`src/rtl/sspwm_pulse_sine_gen_if.sv`:
```
// rtl/sspwm_pulse_sine_gen_if.sv - sample stream from the SSPWM sine generator to the comparator
interface sspwm_pulse_sine_gen_if #(
    parameter int OUT_W = 12
);
    logic [OUT_W-1:0] sine_out;
    logic             polarity;
    logic             out_valid;
    logic             period_start;

    modport master (output sine_out, polarity, out_valid, period_start);
    modport slave  (input  sine_out, polarity, out_valid, period_start);
endinterface

```
`src/rtl/sspwm_pulse_sine_gen.sv`:
```
// rtl/sspwm_pulse_sine_gen.sv - tick-stepped off-window + half-sine reference for the SSPWM comparator
module sspwm_pulse_sine_gen #(
    parameter int OUT_W     = 12,
    parameter int IDX_W     = 8,
    parameter int OFF_STEPS = 20,
    parameter int ON_STEPS  = 20,
    parameter int PERIOD    = 40,
    parameter int AMP_MAX   = 3711,
    parameter int BIPOLAR   = 1
) (
    input  logic                   clk,
    input  logic                   rst,
    input  logic                   en,
    input  logic                   tick,
    input  logic                   oneshot,
    input  logic [8:0]             gain,
    sspwm_pulse_sine_gen_if.master smp,
    output logic                   busy
);
    localparam int  Q  = ON_STEPS / 2;
    localparam real PI = 3.14159265358979323846;

    typedef enum logic [1:0] {IDLE, RUN, STOPPING} state_t;

    // Nearest integer, exact .5 falls back toward zero (values are never negative).
    function automatic int rom_val(input int k);
        real v;
        int  r;
        v = AMP_MAX * $sin(PI * k / ON_STEPS);
        r = $rtoi(v);
        if (v - r > 0.5)
            r = r + 1;
        return r;
    endfunction

    logic [OUT_W-1:0] rom [0:Q];

    for (genvar g = 0; g <= Q; g++) begin : g_rom
        localparam logic [OUT_W-1:0] VAL = OUT_W'(rom_val(g));
        assign rom[g] = VAL;
    end

    state_t           state_q, state_d;
    logic [IDX_W-1:0] idx;
    logic             phase, oneshot_q, os_done;
    logic [8:0]       gain_q;
    logic             launch, last;
    logic [OUT_W-1:0] lobe;
    int               kk, kq;

    logic             s1_valid, s1_pol, s1_start;
    logic [OUT_W-1:0] s1_lobe;
    logic [OUT_W-1:0] scaled;

    assign last   = (idx == IDX_W'(PERIOD - 1));
    assign busy   = (state_q != IDLE);
    assign scaled = OUT_W'(((OUT_W+8)'(s1_lobe) * (OUT_W+8)'(gain_q)) >> 8);

    always_comb begin
        lobe = '0;
        kk   = int'(idx) - OFF_STEPS;
        kq   = (kk <= Q) ? kk : ON_STEPS - kk;
        if (kk >= 0 && kk < ON_STEPS) begin
            for (int g = 0; g <= Q; g++)
                if (kq == g)
                    lobe = rom[g];
        end
    end

    always_ff @(posedge clk or posedge rst) begin
        if (rst)
            state_q <= IDLE;
        else
            state_q <= state_d;
    end

    // A finished one-shot parks in IDLE until en is released (os_done).
    always_comb begin
        state_d = state_q;
        launch  = 1'b0;
        case (state_q)
            IDLE: begin
                if (en && !os_done)
                    state_d = RUN;
            end
            RUN, STOPPING: begin
                launch = tick;
                if (launch && last && (oneshot_q || !en))
                    state_d = IDLE;
                else if (en)
                    state_d = RUN;
                else
                    state_d = STOPPING;
            end
            default: state_d = IDLE;
        endcase
    end

    always_ff @(posedge clk or posedge rst) begin
        if (rst) begin
            idx       <= '0;
            phase     <= 1'b0;
            oneshot_q <= 1'b0;
            os_done   <= 1'b0;
            gain_q    <= 9'd256;
        end else begin
            if (state_q == IDLE) begin
                idx <= '0;
                if (en && !os_done)
                    oneshot_q <= oneshot;
            end
            if (!en)
                os_done <= 1'b0;
            else if (launch && last && oneshot_q)
                os_done <= 1'b1;
            if (launch) begin
                idx <= last ? '0 : idx + IDX_W'(1);
                if (last && BIPOLAR != 0)
                    phase <= ~phase;
                if (idx == '0)
                    gain_q <= (gain > 9'd256) ? 9'd256 : gain;
            end
        end
    end

    always_ff @(posedge clk or posedge rst) begin
        if (rst) begin
            s1_valid         <= 1'b0;
            s1_lobe          <= '0;
            s1_pol           <= 1'b0;
            s1_start         <= 1'b0;
            smp.sine_out     <= '0;
            smp.polarity     <= 1'b0;
            smp.out_valid    <= 1'b0;
            smp.period_start <= 1'b0;
        end else begin
            s1_valid <= launch;
            if (launch) begin
                s1_lobe  <= lobe;
                s1_pol   <= phase;
                s1_start <= (idx == '0);
            end
            smp.out_valid    <= s1_valid;
            smp.period_start <= s1_valid & s1_start;
            if (s1_valid) begin
                smp.sine_out <= scaled;
                smp.polarity <= s1_pol;
            end
        end
    end
endmodule

```
`src/flat_wrapper.sv`:
```
// flat-port wrapper written by rule: the top's interface ports become plain ports
module sspwm_pulse_sine_gen_flat 
#(
    parameter int OUT_W     = 12,
    parameter int IDX_W     = 8,
    parameter int OFF_STEPS = 20,
    parameter int ON_STEPS  = 20,
    parameter int PERIOD    = 40,
    parameter int AMP_MAX   = 3711,
    parameter int BIPOLAR   = 1
)
  (clk, rst, en, tick, oneshot, gain, busy, smp_sine_out, smp_polarity, smp_out_valid, smp_period_start);
  sspwm_pulse_sine_gen_if #(.OUT_W(OUT_W)) smp_i ();
  input  logic clk;
  input  logic rst;
  input  logic en;
  input  logic tick;
  input  logic oneshot;
  input  logic [8:0] gain;
  output logic busy;
  output wire logic [$bits(smp_i.sine_out)-1:0] smp_sine_out;
  output wire logic [$bits(smp_i.polarity)-1:0] smp_polarity;
  output wire logic [$bits(smp_i.out_valid)-1:0] smp_out_valid;
  output wire logic [$bits(smp_i.period_start)-1:0] smp_period_start;
  assign smp_sine_out = smp_i.sine_out;
  assign smp_polarity = smp_i.polarity;
  assign smp_out_valid = smp_i.out_valid;
  assign smp_period_start = smp_i.period_start;
  sspwm_pulse_sine_gen #(.OUT_W(OUT_W), .IDX_W(IDX_W), .OFF_STEPS(OFF_STEPS), .ON_STEPS(ON_STEPS), .PERIOD(PERIOD), .AMP_MAX(AMP_MAX), .BIPOLAR(BIPOLAR)) u_core (.clk(clk), .rst(rst), .en(en), .tick(tick), .oneshot(oneshot), .gain(gain), .smp(smp_i), .busy(busy));
endmodule
```
`config.mk`:
```
export PLATFORM = sky130hd
export DESIGN_NAME = sspwm_pulse_sine_gen_flat
export DESIGN_NICKNAME = d
export VERILOG_FILES = /design/src/rtl/sspwm_pulse_sine_gen_if.sv /design/src/rtl/sspwm_pulse_sine_gen.sv /design/src/flat_wrapper.sv
export SDC_FILE = /design/constraint.sdc
export NUM_CORES = 1
export LEC_CHECK = 0
export CAP_MARGIN = 20
export CORE_ASPECT_RATIO = 1.4
export CORE_MARGIN = 2
export CORE_UTILIZATION = 60
export DETAILED_ROUTE_END_ITERATION = 6
export DONT_BUFFER_PORTS = 1
export PLACE_DENSITY_LB_ADDON = 0.12
export SYNTH_ARGS = -nofsm -noshare
export SYNTH_HDL_FRONTEND = slang
export SYNTH_SLANG_ARGS = --single-unit
```
`constraint.sdc`:
```
create_clock -name clk -period 6.01 [get_ports clk]
set_clock_uncertainty 0.1 [all_clocks]
set_input_delay 1.803 -clock clk [delete_from_list [all_inputs] [get_ports clk]]
set_output_delay 1.803 -clock clk [all_outputs]
set_load 0.02 [all_outputs]
```
==> results_tabular.tex <==
\begin{tabular}{lr}
\hline
Metric & Value \\
\hline
\multicolumn{2}{l}{\textbf{Status}} \\
Outcome & finished, final reports clean \\
\multicolumn{2}{l}{\textbf{Global routing}} \\
Maximum number of pins on one net before global-route repair & 52 \\
Wire length of the first global-routing pass & 22.90 mm \\
Via count of the first global-routing pass & 4786 \\
Number of antenna violations at the first check in global routing & 0 \\
Global-route usage over all layers & 0.2485 \\
Congestion Overflow GR & 0 \\
\multicolumn{2}{l}{\textbf{STA}} \\
Achievable Freq & 198.3 MHz \\
Setup violation total in the final timing report & 0 \\
Setup repair after global routing missed its margin & false \\
Pins Over Slew Limit & 0 \\
Share of the clock period used by the worst path after layout & 0.8390 \\
Final period demand of the worst path & 5.042 ns \\
Headroom to the max-slew limit & 0.4555 \\
Setup TNS & 0 ns \\
Least-Margin Pin Slew & 0.8167 ns \\
Final WS setup & 0.9679 ns \\
Final hold vios & 0 \\
\multicolumn{2}{l}{\textbf{Synthesis}} \\
Post-Syn Instances & 682 \\
Ys async rst share & 1.000 \\
Yosys warning total & 0 \\
Fraction of synthesized cell area taken by the top area cell type & 0.2185 \\
Synthesized area per cell & 9.270 um\^{}2 \\
Number of flops mapped to enable cells by yosys & 0 \\
Register bit total from synthesis & 51 \\
Post-synth net total & 821 \\
Yosys cell types & 74 \\
Library cell with the largest summed area after synthesis & sky130\_fd\_sc\_hd\_\_fa\_1 \\
Mapped Area & 6322 um\^{}2 \\
Sequential share of the synthesized area & 0.2021 \\
Main area contributors after synthesis & sky130\_fd\_sc\_hd\_\_fa\_1, sky130\_fd\_sc\_hd\_\_dfrtp\_1, sky130\_fd\_sc\_hd\_\_ha\_1, sky130\_fd\_sc\_hd\_\_nand2\_1, sky130\_fd\_sc\_hd\_\_inv\_1 \\
Flip-flop cell with the highest count after synthesis & sky130\_fd\_sc\_hd\_\_dfrtp\_1 \\
\multicolumn{2}{l}{\textbf{Clocking}} \\
Cts repair resizes & 0 \\
Reg clk slew, reported paths & 0.08 ns \\
Clock tree root buffer cell & sky130\_fd\_sc\_hd\_\_clkbuf\_16 \\
Clock tree buffer depth & 2 \\
Number of buffers created by CTS & 5 \\
Sinks on the clock net & 51 \\
Hold buffer count at CTS & 0 \\
\# Post-CTS Setup Buffers & 0 \\
Clk\_lat worst skew & 0.30 ns \\
H-tree depth reported by CTS & 2 \\
TritonCTS clock tree & done \\
\multicolumn{2}{l}{\textbf{Floorplanning}} \\
Starting density of the core & 0.6141 \\
Die H & 125.5 um \\
Number of primary I/O pins & 30 \\
Width of the chip & 90.76 um \\
Placeable core area & 10290 um\^{}2 \\
Std cell rows & 44 \\
Die Area & 11390 um\^{}2 \\
\multicolumn{2}{l}{\textbf{Worst setup path}} \\
Endpoint arrival time on the critical path & 5.12 ns \\
CP max-delay cell & sky130\_fd\_sc\_hd\_\_dfrtp\_1 \\
Crit path largest cell delay & 0.60 ns \\
R2R setup slack & 0.97 ns \\
Cell seen most often among critical-path stages & sky130\_fd\_sc\_hd\_\_fa\_1 \\
Crit path cell chain & nand2\_1 > fa\_1 > fa\_1 > fa\_1 > fa\_1 > inv\_1 > ha\_1 > o21a\_1 > o21ai\_0 > a211oi\_1 > o21ai\_0 > a31oi\_1 > a21oi\_1 > xnor2\_1 > mux2\_2 \\
Capturing element type of the critical path & flop \\
Setup Crit Path Kind & flop to flop \\
CP startpoint kind & flop \\
Critical Path RT & 6.09 ns \\
Highest fanout seen on the critical path & 12 \\
\multicolumn{2}{l}{\textbf{Power}} \\
Pwr Total & 1.159 mW \\
Leakage power & 3.309 nW \\
Pwr/cell area & 179.5 nW/um\^{}2 \\
Worst voltage drop across the vdd grid & 0.1358 mV \\
\multicolumn{2}{l}{\textbf{Cells and area}} \\
Util after Layout & 0.6269 \\
Antenna diode count & 0 \\
Area growth from synthesis to layout & 2.078\% \\
Share of layout cells above drive strength 1 & 0.07176 \\
Fillers & 912 \\
Final design instance area without fill & 6454 um\^{}2 \\
Final nets & 793 \\
\multicolumn{2}{l}{\textbf{Placed design}} \\
Total half-perimeter wirelength after legalization and detailed placement & 10.85 mm \\
Worst slack after detailed placement & 0.9335 ns \\
Number of I/O port buffers & 0 \\
Routability congestion estimate & 0.8862 \\
Total placed instance area & 6301 um\^{}2 \\
\multicolumn{2}{l}{\textbf{Detailed routing}} \\
Average wire per standard cell & 16.94 um \\
First-pass iteration count of the detailed router & 4 \\
DRT Wirelength & 13.43 mm \\
Total vias in the final route & 4523 \\
Number of DRC violations after detailed-routing iteration 0 & 194 \\
Number of nets still failing antenna checks after routing & 0 \\
\# DRC & 0 \\
Mean number of vias per cell & 5.704 \\
\multicolumn{2}{l}{\textbf{Hold path}} \\
Path category of the worst min-delay check & flop to flop \\
\multicolumn{2}{l}{\textbf{Flow run}} \\
Max-cap check violation count & 0 \\
\hline
\end{tabular}
## final timing paths
path,start,endpoint,depth (start not counted)
worst max register to register,u_core.gain_q[2],u_core.smp.sine_out[11],15
worst min register to register,u_core.s1_pol,u_core.s1_pol,1
worst min-delay path,u_core.s1_pol,u_core.s1_pol,1
min in group asynchronous,rst,u_core.s1_pol,2
worst max-delay path,u_core.gain_q[2],u_core.smp.sine_out[11],15
max in group asynchronous,rst,u_core.idx[5],2
## power breakdown
part	total, mW	switching [mW]	internal [mW]
logic	0.311	0.198	0.113
clock network	0.306	0.148	0.159
registers	0.542	0.145	0.397
## registers in the layout (all words and copies together) (netlist names), 2 cells and up
register and cells:
u_core.s1_lobe 11, u_core.smp.sine_out 12, u_core.state_q 2, u_core.idx 8, u_core.gain_q 9
## per-layer routing
metal  up-vias  share of wire  track usage
li1       2174              -            -
met1      2266           0.40       0.2932
met2        69           0.55       0.4701
met3        14          0.027      0.02711
met4         0          0.017      0.07421
met5         -              0            0
## synthesized netlist by cell type (all sizes together) (6+ instances only)
| cell type | count |
|---|---|
| o21a | 6 |
| nor4 | 9 |
| nand3 | 8 |
| nor2 | 28 |
| o21ai | 31 |
| nand2b | 14 |
| nand4 | 8 |
| clkbuf | 24 |
| ha | 56 |
| dfrtp | 50 |
| nand2 | 97 |
| buf | 12 |
| fa | 69 |
| mux2i | 6 |
| xor2 | 10 |
| xnor2 | 14 |
| mux2 | 15 |
| a21oi | 17 |
| and2 | 42 |
| inv | 92 |
## critical path, delay by kind of cell (launching register included)
family | cells | cell delay (ns)
AOI/OAI and AO/OA | 6 | 1.26
xor gates and xnor gates | 1 | 0.13
adders and majority gates | 5 | 2.34
buffers and inverters | 1 | 0.04
DFF | 1 | 0.60
muxes | 1 | 0.26
and+or+nand+nor | 1 | 0.21
## per-stage QoR
stage,std cells,hold slack [ns]
floorplan,682,0.2519
global placement,785,0.3830
detailed placement,785,0.3919
CTS,793,0.4081
global route,793,0.4153
finish,793,0.4049
## layout make-up
class	instances	area, um^2	area share
clock buffers	5	125.1	0.01939
flip-flops and latches	51	1277	0.1979
inverters	92	345.3	0.05351
well taps	138	172.7	0.02675
clock inverters	3	27.53	0.004265
repair buffers	1	7.507	0.001163
multi-input cells	503	4498	0.6970
## cells in the final DEF, fill, tap and decap left out, drive strengths merged, types with 15 or more instances in the layout
| master | Yosys | layout |
|---|---|---|
| nand2 | 97 | 97 |
| inv | 92 | 93 |
| fa | 69 | 69 |
| ha | 56 | 56 |
| dfrtp | 50 | 50 |
| and2 | 42 | 42 |
| o21ai | 31 | 31 |
| nor2 | 28 | 28 |
| a21oi | 17 | 17 |
| mux2 | 15 | 15 |
## kinds of logic after synthesis
| logic type | count (synthesis) | share of synthesized area |
|---|---|---|
| flops | 51 | 0.2021 |
| xor+xnor | 24 | 0.03444 |
| simple gates | 229 | 0.1934 |
| fa+ha+maj | 125 | 0.3293 |
| mux | 21 | 0.03819 |
| buf+inv | 128 | 0.08648 |
| compound gates | 104 | 0.1162 |
No activity file was read; power rests on OpenSTA's default activity.
==> RTL change: new RTL, config.mk and constraints unchanged <==
Make the reset (`rst`) synchronous in 3 clocked blocks.
--- a/src/rtl/sspwm_pulse_sine_gen.sv
+++ b/src/rtl/sspwm_pulse_sine_gen.sv
@@ -67,7 +67,7 @@
         end
     end
 
-    always_ff @(posedge clk or posedge rst) begin
+    always_ff @(posedge clk) begin
         if (rst)
             state_q <= IDLE;
         else
@@ -96,7 +96,7 @@
         endcase
     end
 
-    always_ff @(posedge clk or posedge rst) begin
+    always_ff @(posedge clk) begin
         if (rst) begin
             idx       <= '0;
             phase     <= 1'b0;
@@ -123,7 +123,7 @@
         end
     end
 
-    always_ff @(posedge clk or posedge rst) begin
+    always_ff @(posedge clk) begin
         if (rst) begin
             s1_valid         <= 1'b0;
             s1_lobe          <= '0;
Check against the original RTL: differs if rst is asserted again (counterexample within 4 cycles, from zero or initial values and one cycle with rst high); with rst held inactive, the same outputs for 10 cycles.
==> RTL change against the original RTL <==
First-iteration DRC count is 43% higher; wire length is 0.85% lower; utilization is 0.43 points higher; worst setup slack worse by 240 ps; sequential share of layout area is 3.4 points lower; critical path type unchanged; sequential cell count stayed put; cell count is 5.0% higher; final area is 3.7% lower; synthesized area is 4.6% lower.
Power is not compared: it rests on default switching activity, and its combinational part moved more than twofold at a synthesized area within 25%.
==> RTL change: results (changes against the original RTL) <==
[placement]
dpl.hpwl_mm = 10.76  ; -0.83%
place_inst = 825  ; +5.1%

[status]
outcome = completed

[setup_path]
reg2reg_setup_slack_ps = 730  ; -240 ps
reg2reg_from = u_core.gain_q[2]
crit_end = u_core.smp.sine_out[11]
max_stage_delay_ps = 550  ; -50 ps
critical-path-slowest-cell = fa_1

[cells_and_area]
drive_above_1_share_pct = 3.152  ; -4.0 points

[synth]
synth_common_cells = inv_1 (94), nand2_1 (92), fa_1 (69), ha_1 (56), nor2_1 (54)
synth_top_area_share_pct = 22.89  ; +1.0 points
syn_area_per_cell_um2 = 8.324  ; -10%
synthDistinctLibCells = 68  ; -8.1%
synth_fp_nets = 864  ; +5.2%
synth_flop_cell = dfxtp_1

[routing]
wl_per_cell_um = 15.99  ; -5.6%
vias = 4824  ; +6.7%
wl_met1_mm = 5.039  ; -6.3%
drt_iter0_drc = 277  ; +43%
avgViaCountPerCell = 5.791  ; +1.5%
wl_met3_um = 457  ; +26%

[sta]
tightestPinTransition_ps = 896.3  ; +79.58 ps

[min_path]
holdPathEnd = u_core.s1_pol
hold_depth = 2  ; +1
worstHoldStart = u_core.s1_pol

[global_routing]
grt_pass1_wl_mm = 22.31  ; -2.6%
grt_usage_pct = 26.16  ; +1.3 points

==> RTL change: stage by stage <==
step	power, mW	setup WS [ps]
after floorplan	0.3939	1105
after global placement	0.3989	809.1
after detailed placement	0.4007	719.9
after CTS	0.7025	722.0
after global routing	0.7223	236.1
final	0.6972	725.4
==> RTL change: cell families (layout without fill, tap and decap cells) <==
group	Yosys count	count (layout)	share of synthesized area, %
simple gates	265	265	21.94
buf+inv	132	105	8.563
fa+ha+maj	125	125	34.50
compound gates	119	119	13.08
flops	51	51	16.92
xor+xnor	23	23	3.338
mux	10	10	1.659
==> RTL change: cell type report <==
class,count,area (um^2)
clock inverters,3,31.28
multi-input cells,542,4497
well taps,135,168.9
repair buffers,2,15.01
inverters,95,356.6
fillers,864,3631
flip-flops and latches,51,1021
clock buffers,5,125.1
==> RTL change: metal layers <==
layer	GRT usage, %	up-vias
li1	-	2317
met1	28.94	2368
met2	50.09	112
met3	3.026	27
met4	8.996	0
met5	0	-
